**src/rtl/minitb_ahb_arbiter.sv**
```systemverilog
// Round-robin arbiter sharing one AHB-lite master port among NUM_REQ requesters.
// One non-pipelined NONSEQ single transfer at a time, with per-phase hready timeout.
module minitb_ahb_arbiter #(
   parameter int NUM_REQ    = 2,
   parameter int ADDR_WIDTH = 8,
   parameter int DATA_WIDTH = 32,
   parameter int TIMEOUT    = 16
) (
   input  logic                          hclk,
   input  logic                          hreset,
   input  logic [NUM_REQ-1:0]            req,
   input  logic [NUM_REQ-1:0]            req_write,
   input  logic [NUM_REQ*ADDR_WIDTH-1:0] req_addr,
   input  logic [NUM_REQ*DATA_WIDTH-1:0] req_wdata,
   output logic [NUM_REQ-1:0]            grant,
   output logic [NUM_REQ-1:0]            done,
   output logic                          err,
   output logic [DATA_WIDTH-1:0]         rdata,
   output logic                          busy,
   output logic [1:0]                    htrans,
   output logic [ADDR_WIDTH-1:0]         haddr,
   output logic                          hwrite,
   output logic [DATA_WIDTH-1:0]         hwdata,
   input  logic [DATA_WIDTH-1:0]         hrdata,
   input  logic                          hready
);

   localparam int IDX_W = $clog2(NUM_REQ);
   localparam int CNT_W = $clog2(TIMEOUT + 2);
   localparam logic [CNT_W-1:0] CNT_LAST = CNT_W'(TIMEOUT - 1);
   localparam logic [IDX_W-1:0] LAST_RST = IDX_W'(NUM_REQ - 1);
   localparam logic [1:0] HTRANS_IDLE   = 2'b00;
   localparam logic [1:0] HTRANS_NONSEQ = 2'b10;

   typedef enum logic [1:0] {
      ST_IDLE = 2'b00,
      ST_ADDR = 2'b01,
      ST_DATA = 2'b10
   } state_t;

   state_t                 state_r, state_s;
   logic [IDX_W-1:0]       last_r, last_s;
   logic [CNT_W-1:0]       cnt_r, cnt_s;
   logic [NUM_REQ-1:0]     grant_r, grant_s;
   logic [NUM_REQ-1:0]     done_r, done_s;
   logic                   err_r, err_s;
   logic [DATA_WIDTH-1:0]  rdata_r, rdata_s;
   logic                   busy_r, busy_s;
   logic [1:0]             htrans_r, htrans_s;
   logic [ADDR_WIDTH-1:0]  haddr_r, haddr_s;
   logic                   hwrite_r, hwrite_s;
   logic [DATA_WIDTH-1:0]  hwdata_r, hwdata_s;
   logic [DATA_WIDTH-1:0]  wdata_r, wdata_s;

   logic [NUM_REQ-1:0]     elig_s;
   logic [IDX_W-1:0]       cand_s;
   logic [IDX_W-1:0]       win_idx_s;
   logic                   win_found_s;
   logic [NUM_REQ-1:0]     win_oh_s;
   logic [ADDR_WIDTH-1:0]  win_addr_s;
   logic                   win_write_s;
   logic [DATA_WIDTH-1:0]  win_wdata_s;
   logic                   abort_s;

   // Round-robin winner search starting after the last owner, plus winner command mux
   always_comb begin
      // the requester completing this cycle must not win straight back
      elig_s      = req & ~done_r;
      cand_s      = '0;
      win_idx_s   = '0;
      win_found_s = 1'b0;
      for (int k = 1; k <= NUM_REQ; k++) begin
         cand_s      = IDX_W'((int'(last_r) + k) % NUM_REQ);
         win_idx_s   = (!win_found_s && elig_s[cand_s]) ? cand_s : win_idx_s;
         win_found_s = win_found_s | elig_s[cand_s];
      end
      win_oh_s    = NUM_REQ'(win_found_s) << win_idx_s;
      win_addr_s  = '0;
      win_write_s = 1'b0;
      win_wdata_s = '0;
      for (int i = 0; i < NUM_REQ; i++) begin
         win_addr_s  = win_addr_s  | ({ADDR_WIDTH{win_oh_s[i]}} & req_addr[i*ADDR_WIDTH +: ADDR_WIDTH]);
         win_write_s = win_write_s | (win_oh_s[i] & req_write[i]);
         win_wdata_s = win_wdata_s | ({DATA_WIDTH{win_oh_s[i]}} & req_wdata[i*DATA_WIDTH +: DATA_WIDTH]);
      end
   end

   // Next-state and next-output logic for the IDLE/ADDR/DATA sequencer
   always_comb begin
      state_s  = state_r;
      last_s   = last_r;
      cnt_s    = cnt_r;
      grant_s  = grant_r;
      done_s   = '0;
      err_s    = 1'b0;
      rdata_s  = rdata_r;
      busy_s   = busy_r;
      htrans_s = htrans_r;
      haddr_s  = haddr_r;
      hwrite_s = hwrite_r;
      hwdata_s = hwdata_r;
      wdata_s  = wdata_r;
      // fires on the TIMEOUT-th consecutive low edge of the current phase
      abort_s  = (state_r != ST_IDLE) && !hready && (TIMEOUT != 0) && (cnt_r == CNT_LAST);

      if (abort_s) begin
         state_s  = ST_IDLE;
         htrans_s = HTRANS_IDLE;
         done_s   = grant_r;
         err_s    = 1'b1;
         rdata_s  = '0;
         grant_s  = '0;
         busy_s   = 1'b0;
         cnt_s    = '0;
      end else begin
         case (state_r)
            ST_IDLE: begin
               htrans_s = HTRANS_IDLE;
               if (win_found_s) begin
                  state_s  = ST_ADDR;
                  last_s   = win_idx_s;
                  grant_s  = win_oh_s;
                  haddr_s  = win_addr_s;
                  hwrite_s = win_write_s;
                  wdata_s  = win_wdata_s;
                  htrans_s = HTRANS_NONSEQ;
                  busy_s   = 1'b1;
                  cnt_s    = '0;
               end else begin
                  state_s  = ST_IDLE;
               end
            end
            ST_ADDR: begin
               if (hready) begin
                  state_s  = ST_DATA;
                  htrans_s = HTRANS_IDLE;
                  hwdata_s = hwrite_r ? wdata_r : hwdata_r;
                  cnt_s    = '0;
               end else begin
                  cnt_s    = cnt_r + CNT_W'(1);
               end
            end
            ST_DATA: begin
               if (hready) begin
                  state_s  = ST_IDLE;
                  done_s   = grant_r;
                  rdata_s  = hwrite_r ? rdata_r : hrdata;
                  grant_s  = '0;
                  busy_s   = 1'b0;
                  cnt_s    = '0;
               end else begin
                  cnt_s    = cnt_r + CNT_W'(1);
               end
            end
            default: begin
               state_s  = ST_IDLE;
               htrans_s = HTRANS_IDLE;
               grant_s  = '0;
               busy_s   = 1'b0;
               cnt_s    = '0;
            end
         endcase
      end
   end

   // State and output registers; reset abandons any in-flight transfer silently
   always_ff @(posedge hclk) begin
      if (hreset) begin
         state_r  <= ST_IDLE;
         last_r   <= LAST_RST;
         cnt_r    <= '0;
         grant_r  <= '0;
         done_r   <= '0;
         err_r    <= 1'b0;
         rdata_r  <= '0;
         busy_r   <= 1'b0;
         htrans_r <= HTRANS_IDLE;
         haddr_r  <= '0;
         hwrite_r <= 1'b0;
         hwdata_r <= '0;
         wdata_r  <= '0;
      end else begin
         state_r  <= state_s;
         last_r   <= last_s;
         cnt_r    <= cnt_s;
         grant_r  <= grant_s;
         done_r   <= done_s;
         err_r    <= err_s;
         rdata_r  <= rdata_s;
         busy_r   <= busy_s;
         htrans_r <= htrans_s;
         haddr_r  <= haddr_s;
         hwrite_r <= hwrite_s;
         hwdata_r <= hwdata_s;
         wdata_r  <= wdata_s;
      end
   end

   assign grant  = grant_r;
   assign done   = done_r;
   assign err    = err_r;
   assign rdata  = rdata_r;
   assign busy   = busy_r;
   assign htrans = htrans_r;
   assign haddr  = haddr_r;
   assign hwrite = hwrite_r;
   assign hwdata = hwdata_r;

endmodule
```
**config.mk**
```make
export PLATFORM = sky130hd
export DESIGN_NAME = minitb_ahb_arbiter
export DESIGN_NICKNAME = d
export VERILOG_FILES = /design/src/rtl/minitb_ahb_arbiter.sv
export SDC_FILE = /design/constraint.sdc
export NUM_CORES = 1
export LEC_CHECK = 0
export CORE_MARGIN = 5
export CORE_UTILIZATION = 25
export DETAILED_ROUTE_END_ITERATION = 12
export DONT_BUFFER_PORTS = 1
export HOLD_SLACK_MARGIN = 0.12
export PLACE_DENSITY = 0.38
export RECOVER_POWER = 50
export REMOVE_ABC_BUFFERS = 1
export SETUP_SLACK_MARGIN = 0.5
export SYNTH_ARGS = -nofsm -noshare
export SYNTH_HDL_FRONTEND = slang
export SYNTH_SLANG_ARGS = --single-unit
```
**constraint.sdc**
```tcl
create_clock -name hclk -period 1.91 [get_ports hclk]
set_input_delay 0.0955 -clock hclk [delete_from_list [all_inputs] [get_ports hclk]]
set_output_delay 0.0955 -clock hclk [all_outputs]
set_load 0.01 [all_outputs]
```
==> impl_metrics.toml <==
[outcome]
status = "finished with violations"
failing_checks = "negative hold slack"

[finish]
fraction_of_layout_instances_using_a_drive_strength_above_1_pct = 31.1
stdcell_count = 865
final_net_count = 747
area.growth.synth_to_final_pct = 60.6
final_area_um2 = 7380
antenna-diode-count = 0

[route]
dr_total_vias = 4422
drt_pass1_iterations = 4
drt-total-wl_um = 19000
ant_nets = 0
routed-wl-met2_um = 9850
wire_per_inst_um = 22.0
top_layer_used = "met4"
detail_route.drc_violations = 0
wirelength_met1_um = 7090
met3_length_um = 1940
route.detailed.vias_per_inst = 5.11
detail_route.iter0.violations = 167

[global_route]
global_route_wire_length_before_repair_um = 27000
grt_antenna_before_repair = 0
first_global_vias = 4451
gr-usage-all-layers_pct = 16.5
grt-ovfl-total = 0
grt_max_degree = 78

[floorplanning]
floorplan_die_area_um2 = 21200
core_region_area_um2 = 18000
num_io_pins = 200
die_span_in_y_um = 146
fp.dieW_um = 146
starting_density_of_the_core_pct = 25.5
rows = 49

[cts]
worstSkewPairLatency_ns = 0.41
cts.sinks = 120
number_of_buffers_on_the_longest_clock_path = 2
hold_buffers = 35
cts_tree = "done"
cts.reportedPaths.clkPinSlew_ns = 0.06
clock_root_buffer = "clkbuf_16"
clock_tree.htree_level_count = 4
numCtsBuffers = 17

[synth]
synth_enable_flop_cells = 0
synth_cell_type_count = 36
synth_top_area_cell = "dfxtp_1"
post-synth-top-area-fraction_pct = 52.2
synth.top_cells.by_area = "dfxtp_1 (52%), nand2_1 (11%), a21oi_1 (8.2%)"
async_reset_ff_share_pct = 0
synth_sequential_area_ratio_pct = 52.2
avgSynthCellArea_um2 = 8.28
yosys_warnings = 0
synth_cells = 555
synth_area_um2 = 4600
synth_seq_cells = 120
dominantRegCellSynth = "dfxtp_1"

[setup_path]
reg2reg_slack_ns = 0.28
worst-setup-path-type = "reg2reg"
worstRegToRegCells = 7
path_common_cell = "ha_4"
critPathCaptureType = "flop"
cp_num_buf_inv = 1
start_kind = "flop"
required_time_at_the_endpoint_of_the_critical_path_ns = 2.25
crit_path_max_incr_delay_ns = 0.33
cp_max_fo = 19
regToRegEndpoint = "rdata[13]$_SDFFE_PP0P_"
critical_path.cell_chain = "ha_4 > and3_4 > ha_4 > nand2_4 > nand2b_2 > buf_16 > a21oi_1"
r2r-start = "cnt_r[0]$_SDFFE_PP0P_"
cpLargestDelayFamily = "simple AND/OR/NAND/NOR gates"
cp.arrival_ns = 1.97
cp_slowest_cell = "dfxtp_1"

[power_and_ir_drop]
static_leakage_uw = 0.00266
power.density_nw_per_um2 = 988
ir_drop_uv = 600
post-layout-total-power_uw = 7290

[timing]
fin_crit_sh_pct = 85.3
hold-worst-slack_ns = -0.241
rsz0062_at_grt = "true"
final.min_clock_period_ns = 1.63
report.final.hold_viol_count = 77
tightest_slew_ns = 0.508
fin_worst_skew_ns = 0.00852
rel_slew_slack_pct = 66.1
report.final.setup_viol = 0
achievable-frequency_mhz = 614
timing_max_transition_violations_final = 0
setup-tns-final_ns = 0

[run]
max_cap_violations = 0

[hold_path]
hp_class = "in2reg"
hold_startpoint = "hreset"
holdPathStages = 1
worst_hold_path.endpoint = "hwdata[22]$_SDFFE_PP0P_"

[placement]
place.gp.congestion = 0.725
place.detailed.hpwl_um = 9250
placed_cells = 745
place_area_um2 = 4820
count_of_buffers_inserted_at_the_top_level_ports = 0
layout make-up:
class	count	area [um2]
clock buffers	22	444
flip-flops and latches	120	2410
fillers	1717	10600
clock inverters	10	128
inverters	4	20.0
multi-input cells	390	2810
well taps	229	287
repair buffers	90	1290
cells in the final DEF, fill, tap and decap left out, drive strengths merged, types with 5 or more instances in the layout:
master,instances
nor3,41
ha,5
o21a,6
clkbuf,28
nor2,51
dfxtp,120
buf,49
nand2,134
dlygate4sd3,35
a221oi,41
a21oi,76
clkinv,6
how the worst max path moves through the flow:
stage	start	to	slack [ns]	depth (start not counted)
finish	cnt_r[0]$_SDFFE_PP0P_	rdata[13]$_SDFFE_PP0P_	0.28	7
global route	cnt_r[0]$_SDFFE_PP0P_	rdata[13]$_SDFFE_PP0P_	0.21	7
CTS	done[0]$_SDFF_PP0_	wdata_r[8]$_SDFFE_PP0P_	0.43	6
detailed placement	done[0]$_SDFF_PP0_	wdata_r[29]$_SDFFE_PP0P_	-0.09	4
global placement	done[0]$_SDFF_PP0_	wdata_r[26]$_SDFFE_PP0P_	-0.004	4
floorplan	state_r[0]$_SDFFE_PP0P_	grant[1]$_SDFFE_PP0P_	-0.80	5
synthesized netlist by cell type, types with 2 or more instances:
cell and count:
dfxtp_1 120, o21ai_0 2, and3_1 2, nor3_1 41, nand2b_1 3, and2_1 2, nand3_1 3, clkbuf_1 19
nor2_1 51, or3_1 2, nand2_1 134, ha_1 5, o31ai_1 3, nor2b_1 2, o21bai_1 2, a221oi_1 41
buf_2 27, inv_1 4, a21oi_1 75
cells by family after synthesis:
logic type	synth area share (%)
simple gates	23.0
compound gates	18.1
flops	52.2
other cells	0.0816
mux	0.218
buf+inv	5.06
fa+ha+maj	1.36
timing repair:
item,CTS,global route
hold endpoints to repair,120,78
resized for setup,93,91
cloned,14,10
endpoints found under the setup margin,117,118
buffers inserted,19,10
pin swaps,25,29
metal layers:
metal  vias up  global-route usage [%]
met1      2141                    17.7
met2       193                    29.2
met3        11                    7.57
li1       2077                       -
met5         -                       0
met4         0                    4.71
power breakdown:
part           total (uW)  internal, uW  leakage, uW  switching (uW)
sequential           2800          2660     0.000979             139
combinational        1320           675      0.00140             646
clock                3180          2040     0.000281            1140
total                7290          5370      0.00266            1920
worst register-to-register path: stages (launching register included):
cell      delay (ns)
dfxtp_1         0.33
ha_4            0.17
and3_4          0.18
ha_4            0.16
nand2_4         0.06
nand2b_2        0.26
buf_16          0.27
a21oi_1         0.14
sequential cells by signal, indices dropped and copies added (netlist names):
signal,cells
busy,1
grant,2
rdata,32
err,1
htrans,1
hwrite,1
hwdata,32
wdata_r,32
cnt_r,5
done,2
haddr,8
state_r,2
last_r,1
stage by stage:
step	setup slack [ns]	util, %
2_1_floorplan	-0.802	-
3_3_place_gp	-0.00428	26.8
3_5_place_dp	-0.0866	26.8
4_1_cts	0.430	37.0
5_1_grt	0.205	41.0
6_report	0.281	41.0
Note: power is estimated with default switching activity, not from simulation.
